--- src/rtl/seq_det_pkg.sv ---
// Shared constants and helpers for the serial pattern detector family.
package seq_det_pkg;

  localparam int unsigned DEF_MAX_LEN = 8;
  localparam logic [7:0]  DEF_PATTERN = 8'h05;
  localparam int unsigned DEF_LEN     = 3;

  function automatic int unsigned len_w(input int unsigned max_len);
    return $clog2(max_len) + 1;
  endfunction

  // Lengths outside 1..max_len are pulled to the nearest legal value.
  function automatic int unsigned clamp_len(input int unsigned len, input int unsigned max_len);
    if (len == 0) return 1;
    if (len > max_len) return max_len;
    return len;
  endfunction

endpackage

--- src/rtl/sat_counter.sv ---
// Width-parametrised saturating counter; clr together with inc restarts the count at 1.
module sat_counter #(
  parameter int unsigned W = 8
) (
  input  logic         clk_i,
  input  logic         rst_i,
  input  logic         clr_i,
  input  logic         inc_i,
  output logic [W-1:0] cnt_o
);

  logic [W-1:0] cnt_q, cnt_d;

  always_comb begin
    cnt_d = cnt_q;
    if (clr_i) begin
      cnt_d = W'(inc_i);
    end else if (inc_i && (cnt_q != '1)) begin
      cnt_d = cnt_q + W'(1);
    end
  end

  always_ff @(posedge clk_i or posedge rst_i) begin
    if (rst_i) cnt_q <= '0;
    else       cnt_q <= cnt_d;
  end

  assign cnt_o = cnt_q;

endmodule

--- src/rtl/seq_pattern_detector.sv ---
// Runtime-programmable Mealy serial pattern detector with overlap control and match counter.
module seq_pattern_detector
  import seq_det_pkg::*;
#(
  parameter int unsigned        MAX_LEN     = DEF_MAX_LEN,
  parameter int unsigned        CNT_W       = 8,
  parameter logic [MAX_LEN-1:0] RST_PATTERN = MAX_LEN'(DEF_PATTERN),
  parameter int unsigned        RST_LEN     = DEF_LEN,
  parameter bit                 RST_OVERLAP = 1'b1,
  localparam int unsigned       LEN_W       = len_w(MAX_LEN)
) (
  input  logic               clk,
  input  logic               reset,
  input  logic               cfg_load,
  input  logic [MAX_LEN-1:0] cfg_pattern,
  input  logic [LEN_W-1:0]   cfg_len,
  input  logic               cfg_overlap,
  input  logic               x_valid,
  input  logic               x,
  input  logic               cnt_clr,
  output logic               z,
  output logic [CNT_W-1:0]   match_cnt,
  output logic               armed
);

  localparam logic [LEN_W-1:0] FillMax  = LEN_W'(MAX_LEN - 1);
  localparam logic [LEN_W-1:0] RstLenQ  = LEN_W'(clamp_len(RST_LEN, MAX_LEN));

  logic [MAX_LEN-1:0] pattern_q, pattern_d;
  logic [LEN_W-1:0]   len_q, len_d;
  logic               ovl_q, ovl_d;
  logic [MAX_LEN-2:0] hist_q, hist_d;
  logic [LEN_W-1:0]   fill_q, fill_d;

  logic [MAX_LEN-1:0] window;
  logic [MAX_LEN-1:0] len_mask;

  assign window = {hist_q, x};
  assign armed  = (fill_q >= (len_q - LEN_W'(1)));

  always_comb begin
    len_mask = '0;
    for (int unsigned i = 0; i < MAX_LEN; i++) begin
      len_mask[i] = (LEN_W'(i) < len_q);
    end
  end

  assign z = x_valid & ~cfg_load & armed & (((window ^ pattern_q) & len_mask) == '0);

  always_comb begin
    pattern_d = pattern_q;
    len_d     = len_q;
    ovl_d     = ovl_q;
    hist_d    = hist_q;
    fill_d    = fill_q;
    if (cfg_load) begin
      pattern_d = cfg_pattern;
      len_d     = LEN_W'(clamp_len(32'(cfg_len), MAX_LEN));
      ovl_d     = cfg_overlap;
      hist_d    = '0;
      fill_d    = '0;
    end else if (x_valid) begin
      hist_d = window[MAX_LEN-2:0];
      // Non-overlap restart: zeroing fill makes the stale history unusable.
      if (z && !ovl_q) begin
        fill_d = '0;
      end else if (fill_q != FillMax) begin
        fill_d = fill_q + LEN_W'(1);
      end
    end
  end

  always_ff @(posedge clk or posedge reset) begin
    if (reset) begin
      pattern_q <= RST_PATTERN;
      len_q     <= RstLenQ;
      ovl_q     <= RST_OVERLAP;
      hist_q    <= '0;
      fill_q    <= '0;
    end else begin
      pattern_q <= pattern_d;
      len_q     <= len_d;
      ovl_q     <= ovl_d;
      hist_q    <= hist_d;
      fill_q    <= fill_d;
    end
  end

  sat_counter #(
    .W(CNT_W)
  ) u_match_cnt (
    .clk_i(clk),
    .rst_i(reset),
    .clr_i(cnt_clr),
    .inc_i(z),
    .cnt_o(match_cnt)
  );

endmodule

--- config.mk ---
export PLATFORM = sky130hd
export DESIGN_NAME = seq_pattern_detector
export DESIGN_NICKNAME = d
export VERILOG_FILES = /design/src/rtl/seq_det_pkg.sv /design/src/rtl/sat_counter.sv /design/src/rtl/seq_pattern_detector.sv
export SDC_FILE = /design/constraint.sdc
export NUM_CORES = 1
export LEC_CHECK = 0
export CAP_MARGIN = 20
export CELL_PAD_IN_SITES_DETAIL_PLACEMENT = 0
export CELL_PAD_IN_SITES_GLOBAL_PLACEMENT = 1
export CORE_MARGIN = 5
export CORE_UTILIZATION = 41
export CTS_CLUSTER_DIAMETER = 120
export DETAILED_ROUTE_END_ITERATION = 6
export GPL_ROUTABILITY_DRIVEN = 0
export GPL_TIMING_DRIVEN = 1
export PLACE_DENSITY = 0.87
export REMOVE_ABC_BUFFERS = 1
export SLEW_MARGIN = 20
export SYNTH_ARGS = -nofsm -noshare
export SYNTH_HDL_FRONTEND = slang
export SYNTH_SLANG_ARGS = --single-unit
--- constraint.sdc ---
create_clock -name clk -period 2.9 [get_ports clk]
set_clock_uncertainty 0.05 [all_clocks]
set_input_delay 0.29 -clock clk [delete_from_list [all_inputs] [get_ports clk]]
set_output_delay 0.29 -clock clk [all_outputs]
set_load 0.05 [all_outputs]
==> results.tsv, run 1 <==
stage	metric	value	unit
outcome	outcome	completed	
synthesis	yosysSeqAreaShare	43.6	%
cts	clk_latency	0.28	ns
synthesis	synth.ff_latch_count	32	
cts	cts_root_buffer	clkbuf_8	
cts	cts_inserted_buffers	5	
setup_path	crit_path_end_kind	output port	
sta	tns	0	ns
cells_and_area	antenna_cells	0	
power_and_ir_drop	ir_drop	0.281	mV
cts	ctsHoldBuffers	0	
sta	min_period_over_period	95.4	%
sta	slew_headroom	66.9	%
cts	cts.sinks	32	
synthesis	synth_area	1850	sq um
cells_and_area	post-route-util	53.0	%
sta	finalCriticalPeriod	2.77	ns
synthesis	synth_compound_area_share	8.66	%
cells_and_area	drive_above_1_share	16.7	%
route	vias_per_cell	5.40	
cts	ctsLongestPathBuffers	2	
synthesis	synthTopCellsByCount	dfrtp_1 (27), nor2_1 (18), mux2_2 (13)	
setup_path	start_kind	flop	
floorplanning	initial_core_util	42.5	%
sta	hold_viol	0	
synthesis	synthMostInstantiatedCell	dfrtp_1	
synthesis	syn_area_per_cell	10.2	sq um
synthesis	synth-edff-count	0	
synthesis	yosys.area_share.simple	20.0	%
floorplanning	die_h	77.2	microns
cells_and_area	layoutNonFillerInstCount	268	
synthesis	synth-xor-area-share	4.74	%
setup_path	arrival	2.43	ns
route	route.detailed.drc	0	
global_route	gr-total-overflow	0	
placed_design	dp_hpwl	2790	microns
cells_and_area	final_nets	243	
cells_and_area	stdcell_area	2310	sq um
synthesis	synth_top_area_share	36.5	%
synthesis	async_flop_share	100	%
setup_path	critPathKind	reg2out	
synthesis	synth_top_family_by_area	simple AND/OR/NAND/NOR gates	
cts	cts.clk_slew.worst_paths	0.06	ns
cells_and_area	syn2layout_area_growth	24.8	%
route	detail_route.wl_per_cell	14.1	microns
synthesis	synth_cell_type_count	40	
sta	finalSetupViolations	0	
sta	worst_slew_pin_slew	0.495	ns
synthesis	syn_inst	181	
sta	clock.fmax	361	MHz
flow_run	maxCapViolations	0	
cts	cts_setup_buffers	0	
synthesis	synthAdderAreaFrac	6.09	%
min_path	hold_path.class	in2async	
global_route	grt_usage	13.5	%
cts	cts_max_level	2	
global_route	grt_pass1_wl	6580	microns
route	vias	1448	
cts	cts_tree	yes	
global_route	antenna_found_initial	0	
synthesis	muxShareOfSynthArea	12.8	%
setup_path	reg2reg_from	len_q[0]$_DFFE_PP1P_	
setup_path	crit_path_start	len_q[0]$_DFFE_PP1P_	
setup_path	path_max_fanout	7	
setup_path	required	2.56	ns
floorplanning	core	4350	sq um
placed_design	placed_area	2210	sq um
synthesis	ys.warnings.count	0	
placed_design	numPortBuffers	28	
sta	timing.final.max_slew_violations	0	
synthesis	synthTopCellsByArea	dfrtp_1 (37%), mux2_2 (7.9%), dfstp_2 (7.1%), ha_1 (6.1%), mux2i_1 (4.9%)	
route	drt-initial-drc-count	46	
global_route	grt_pass1_vias	1492	
floorplanning	boundaryPins	29	
route	ant_nets	0	
floorplanning	num_rows	24	
floorplanning	chipWidth	77.2	microns
route	totalWireLength	3770	microns
route	firstDrtPassIters	4	
synthesis	ys.flop_type	dfrtp_1	
synthesis	synth_top_area_cell	dfrtp_1	
sta	rsz0062_at_grt	no	
placed_design	dp_cells	260	
power_and_ir_drop	p_leak	0.971	nW
floorplanning	die_area	5950	sq um
power_and_ir_drop	powerDensity	450	nW/um^2
global_route	grt_max_degree	33	
per-layer routing:
layer	track usage, %	vias up	part of all wire (%)
met1	15.8	699	44
met3	3.04	6	4.5
met5	0	-	0
li1	-	717	-
met2	23.1	26	50
met4	6.36	0	1.6
through the flow:
step | hold WS (ns) | setup slack [ns] | total power, mW
2_1_floorplan | 0.303 | -0.304 | 0.614
6_report | 0.345 | 0.133 | 1.04
3_5_place_dp | 0.476 | 0.235 | 0.695
3_3_place_gp | 0.465 | 0.266 | 0.691
4_1_cts | 0.348 | 0.121 | 1.05
5_1_grt | 0.388 | 0.00795 | 1.10
sequential cells by signal (all words and copies together), names as in the netlist:
signal / cells
fill_q: 4
pattern_q: 8
u_match_cnt.cnt_o: 8
hist_q: 7
ovl_q: 1
len_q: 4
path summary, 6_finish.rpt:
kind | depth (start not counted) | slack (ns) | endpoint
worst max-delay path | 8 | 0.13 | armed
worst max register to register | 10 | 0.20 | u_match_cnt.cnt_o[4]$_DFFE_PP0P_
worst min-delay path | 3 | 0.34 | hist_q[1]$_DFFE_PP0P_
min in group clk | 1 | 0.48 | pattern_q[7]$_DFFE_PP0P_
max in group asynchronous | 3 | 2.12 | ovl_q$_DFFE_PP1P_
worst min register to register | 1 | 0.48 | pattern_q[7]$_DFFE_PP0P_
cell usage in the layout, fill, tap and decap left out, drive strengths merged, types with 8 or more instances in the layout:
cell,n
mux2i,9
nor2,18
inv,9
nand2b,9
clkdlybuf4s50,26
clkbuf,8
ha,9
mux2,13
dfrtp,27
buf,8
nor3,8
xnor2,9
nand2,8
repair_timing:
action	4_1_cts	5_1_grt
setup endpoints to repair	1	1
pin swaps	0	0
gates resized for setup	1	1
report_power, final:
part           switching [mW]  internal, mW
Sequential             0.0219         0.473
Combinational           0.101        0.0944
Clock                   0.155         0.193
cells by family after synthesis:
| group | after synthesis |
|---|---|
| AOI/OAI and AO/OA | 24 |
| DFF | 32 |
| buffers and inverters | 16 |
| and+or+nand+nor | 68 |
| xor gates and xnor gates | 10 |
| muxes | 22 |
| adders and majority gates | 9 |
layout make-up:
| type | instances | area (sq um) |
|---|---|---|
| tap | 52 | 65.1 |
| fill | 396 | 2050 |
| sequential | 32 | 807 |
| inverter | 9 | 33.8 |
| clock buffer | 8 | 90.1 |
| timing repair buffer | 34 | 333 |
| multi-input combinational | 133 | 978 |
worst max-delay path, stage by stage (launching register included):
cell and delay, ns:
dfstp_2 0.56, inv_1 0.08, ha_1 0.30, ha_1 0.27, a2111o_1 0.41, nand2_1 0.14
buf_4 0.17, inv_1 0.05, buf_4 0.18
Power figures use the tool's default switching activity.
==> run 2, diff against run 1 <==
Settings changed: CORE_MARGIN 5 to unset.
==> run 2 against run 1 <==
Against the previous run: maximum frequency is 0.76% lower; combinational power hardly changed; flip-flop and latch count stayed put; final area is 1.0% higher; largest cell class unchanged; count of clock-buffer cells in the layout is 2 lower; power is 7.0% higher; die area is 20% lower.
==> results.tsv, run 2 (synthesis results as in run 1) <==
stage	metric	value	unit	change
cells_and_area	stdcell_area	2330	sq um	was 2310 sq um
setup_path	crit_path_end_kind	output port		unchanged
placed_design	placed_area	2210	sq um	unchanged
sta	finalCriticalPeriod	2.79	ns	was 2.77 ns
floorplanning	initial_core_util	42.5	%	unchanged
setup_path	path_cells	inv_1, ha_1, ha_1, a2111o_1, nand2_1, buf_4, inv_1, buf_4		unchanged
floorplanning	chipWidth	69.2	microns	was 77.2 microns
cells_and_area	antenna_cells	0		unchanged
placed_design	dp_hpwl	2640	microns	was 2790 microns
sta	worst_slew_pin_slew	0.496	ns	was 0.495 ns
setup_path	r2r-end	u_match_cnt.cnt_o[3]$_DFFE_PP0P_		was u_match_cnt.cnt_o[4]$_DFFE_PP0P_
setup_path	start_kind	flop		unchanged
setup_path	reg2reg_from	len_q[0]$_DFFE_PP1P_		unchanged
route	drt-initial-drc-count	74		was 46
sta	hold_viol	0		unchanged
global_route	grt_pass1_wl	6420	microns	was 6580 microns
cts	cts.sinks	32		unchanged
setup_path	reg2reg_depth	10		unchanged
cts	cts_inserted_buffers	5		unchanged
setup_path	cpPeakStageDelay	0.56	ns	about the same
floorplanning	boundaryPins	29		unchanged
cts	clk_latency	0.28	ns	about the same
route	detail_route.wl_per_cell	13.5	microns	was 14.1 microns
setup_path	reg2reg_slack	0.18	ns	was 0.20 ns
setup_path	arrival	2.45	ns	was 2.43 ns
global_route	grt_max_degree	33		unchanged
flow_run	maxCapViolations	0		unchanged
power_and_ir_drop	ir_drop	0.372	mV	was 0.281 mV
sta	clock.fmax	359	MHz	was 361 MHz
cells_and_area	nFillCells	402		was 396
cts	cts_root_buffer	clkbuf_8		unchanged
route	vias_per_cell	5.26		was 5.40
cells_and_area	syn2layout_area_growth	26.0	%	was 24.8%
global_route	antenna_found_initial	0		unchanged
route	vias	1411		was 1448
route	met1_length	1770	microns	was 1670 microns
setup_path	cp_slowest_cell	dfstp_2		unchanged
floorplanning	die_h	69.2	microns	was 77.2 microns
cts	cts_setup_buffers	0		unchanged
route	ant_nets	0		unchanged
setup_path	crit_path_start	len_q[0]$_DFFE_PP1P_		unchanged
route	wl_met2	1670	microns	was 1870 microns
sta	rsz0062_at_grt	yes		was no
setup_path	crit_buf_inv	4		unchanged
route	routed.top_layer	met4		unchanged
setup_path	path_max_fanout	7		unchanged
global_route	grt_usage	16.9	%	was 13.5%
floorplanning	die_area	4780	sq um	was 5950 sq um
cts	ctsLongestPathBuffers	2		unchanged
global_route	grt_pass1_vias	1363		was 1492
outcome	outcome	completed		unchanged
placed_design	dp_cells	260		unchanged
cts	cts_tree	yes		unchanged
power_and_ir_drop	powerDensity	477	nW/um^2	was 450 nW/um^2
route	wl_met3	150	microns	was 171 microns
route	totalWireLength	3630	microns	was 3770 microns
sta	min_period_over_period	96.2	%	was 95.4%
sta	slew_headroom	66.8	%	was 66.9%
placed_design	numPortBuffers	28		unchanged
route	route.detailed.drc	0		unchanged
global_route	gr-total-overflow	0		unchanged
cells_and_area	drive_above_1_share	17.6	%	was 16.7%
sta	finalSetupViolations	0		unchanged
min_path	hold_path.class	in2async		unchanged
setup_path	critPathKind	reg2out		unchanged
power_and_ir_drop	p_leak	0.980	nW	was 0.971 nW
cells_and_area	layoutNonFillerInstCount	268		unchanged
cts	cts.clk_slew.worst_paths	0.06	ns	about the same
setup_path	cp.depth	8		unchanged
cells_and_area	mostFrequentLayoutCell	dfrtp_1		unchanged
floorplanning	core	4350	sq um	unchanged
sta	timing.final.max_slew_violations	0		unchanged
cells_and_area	final_cell_mix	dfrtp_1 (27), clkdlybuf4s50_1 (26), nor2_1 (18)		unchanged
setup_path	cpLargestDelayFamily	adder cells		unchanged
setup_path	required	2.56	ns	about the same
floorplanning	num_rows	24		unchanged
route	firstDrtPassIters	4		unchanged
cts	cts_max_level	2		unchanged
cells_and_area	final_nets	243		unchanged
run 2: cell count changes in the layout (fill, tap and decap cells not counted), sizes merged:
cell    change
clkbuf      -2
clkinv      +1
bufinv      +1
run 2: metal layers:
| layer | up-vias | global-route usage, % |
|---|---|---|
| li1 | 715 | - |
| met1 | 665 | 22.4 |
| met2 | 25 | 26.5 |
| met3 | 6 | 5.99 |
| met4 | 0 | 3.40 |
| met5 | - | 0 |
run 2: where the power goes:
part / total (mW) / internal, mW / leakage, nW / switching [mW]
Combinational: 0.196 / 0.0947 / 0.515 / 0.101
Sequential: 0.495 / 0.473 / 0.411 / 0.0218
Clock: 0.420 / 0.255 / 0.0552 / 0.166
run 2: worst max path at each step:
stage | endpoint
after global placement | u_match_cnt.cnt_o[4]$_DFFE_PP0P_
after CTS | z
after detailed placement | u_match_cnt.cnt_o[3]$_DFFE_PP0P_
final | armed
after global routing | armed
after floorplan | u_match_cnt.cnt_o[6]$_DFFE_PP0P_
run 2: what timing repair did:
item / 4_1_cts / 5_1_grt
gates cloned: 0 / 0
hold buffers: 0 / 0
gates resized for setup: 1 / 2
setup endpoints to repair: 1 / 1
run 2: final cells by class:
| class | count | area (sq um) | share of cell area, % |
|---|---|---|---|
| inverter | 9 | 33.8 | 1.45 |
| clock buffer | 6 | 72.6 | 3.11 |
| sequential | 32 | 807 | 34.6 |
| tap | 52 | 65.1 | 2.79 |
| timing repair buffer | 34 | 333 | 14.3 |
| clock inverter | 2 | 35.0 | 1.50 |
| multi-input combinational | 133 | 985 | 42.2 |
run 2: worst min-delay path, cell delays in order:
cell	delay [ns]
clkdlybuf4s50_1	0.39
inv_1	0.05
buf_4	0.37
run 2: metrics by stage:
step,worst slack (ns),power (mW),util [%],hold slack (ns),setup TNS [ns]
finish,0.111,1.11,53.5,0.340,0
global route,-0.00556,1.18,53.5,0.381,-0.00556
CTS,0.116,1.13,53.2,0.345,0
detailed placement,0.263,0.695,50.7,0.471,0
global placement,0.316,0.693,50.7,0.468,0
floorplan,-0.304,0.614,-,0.303,-0.776
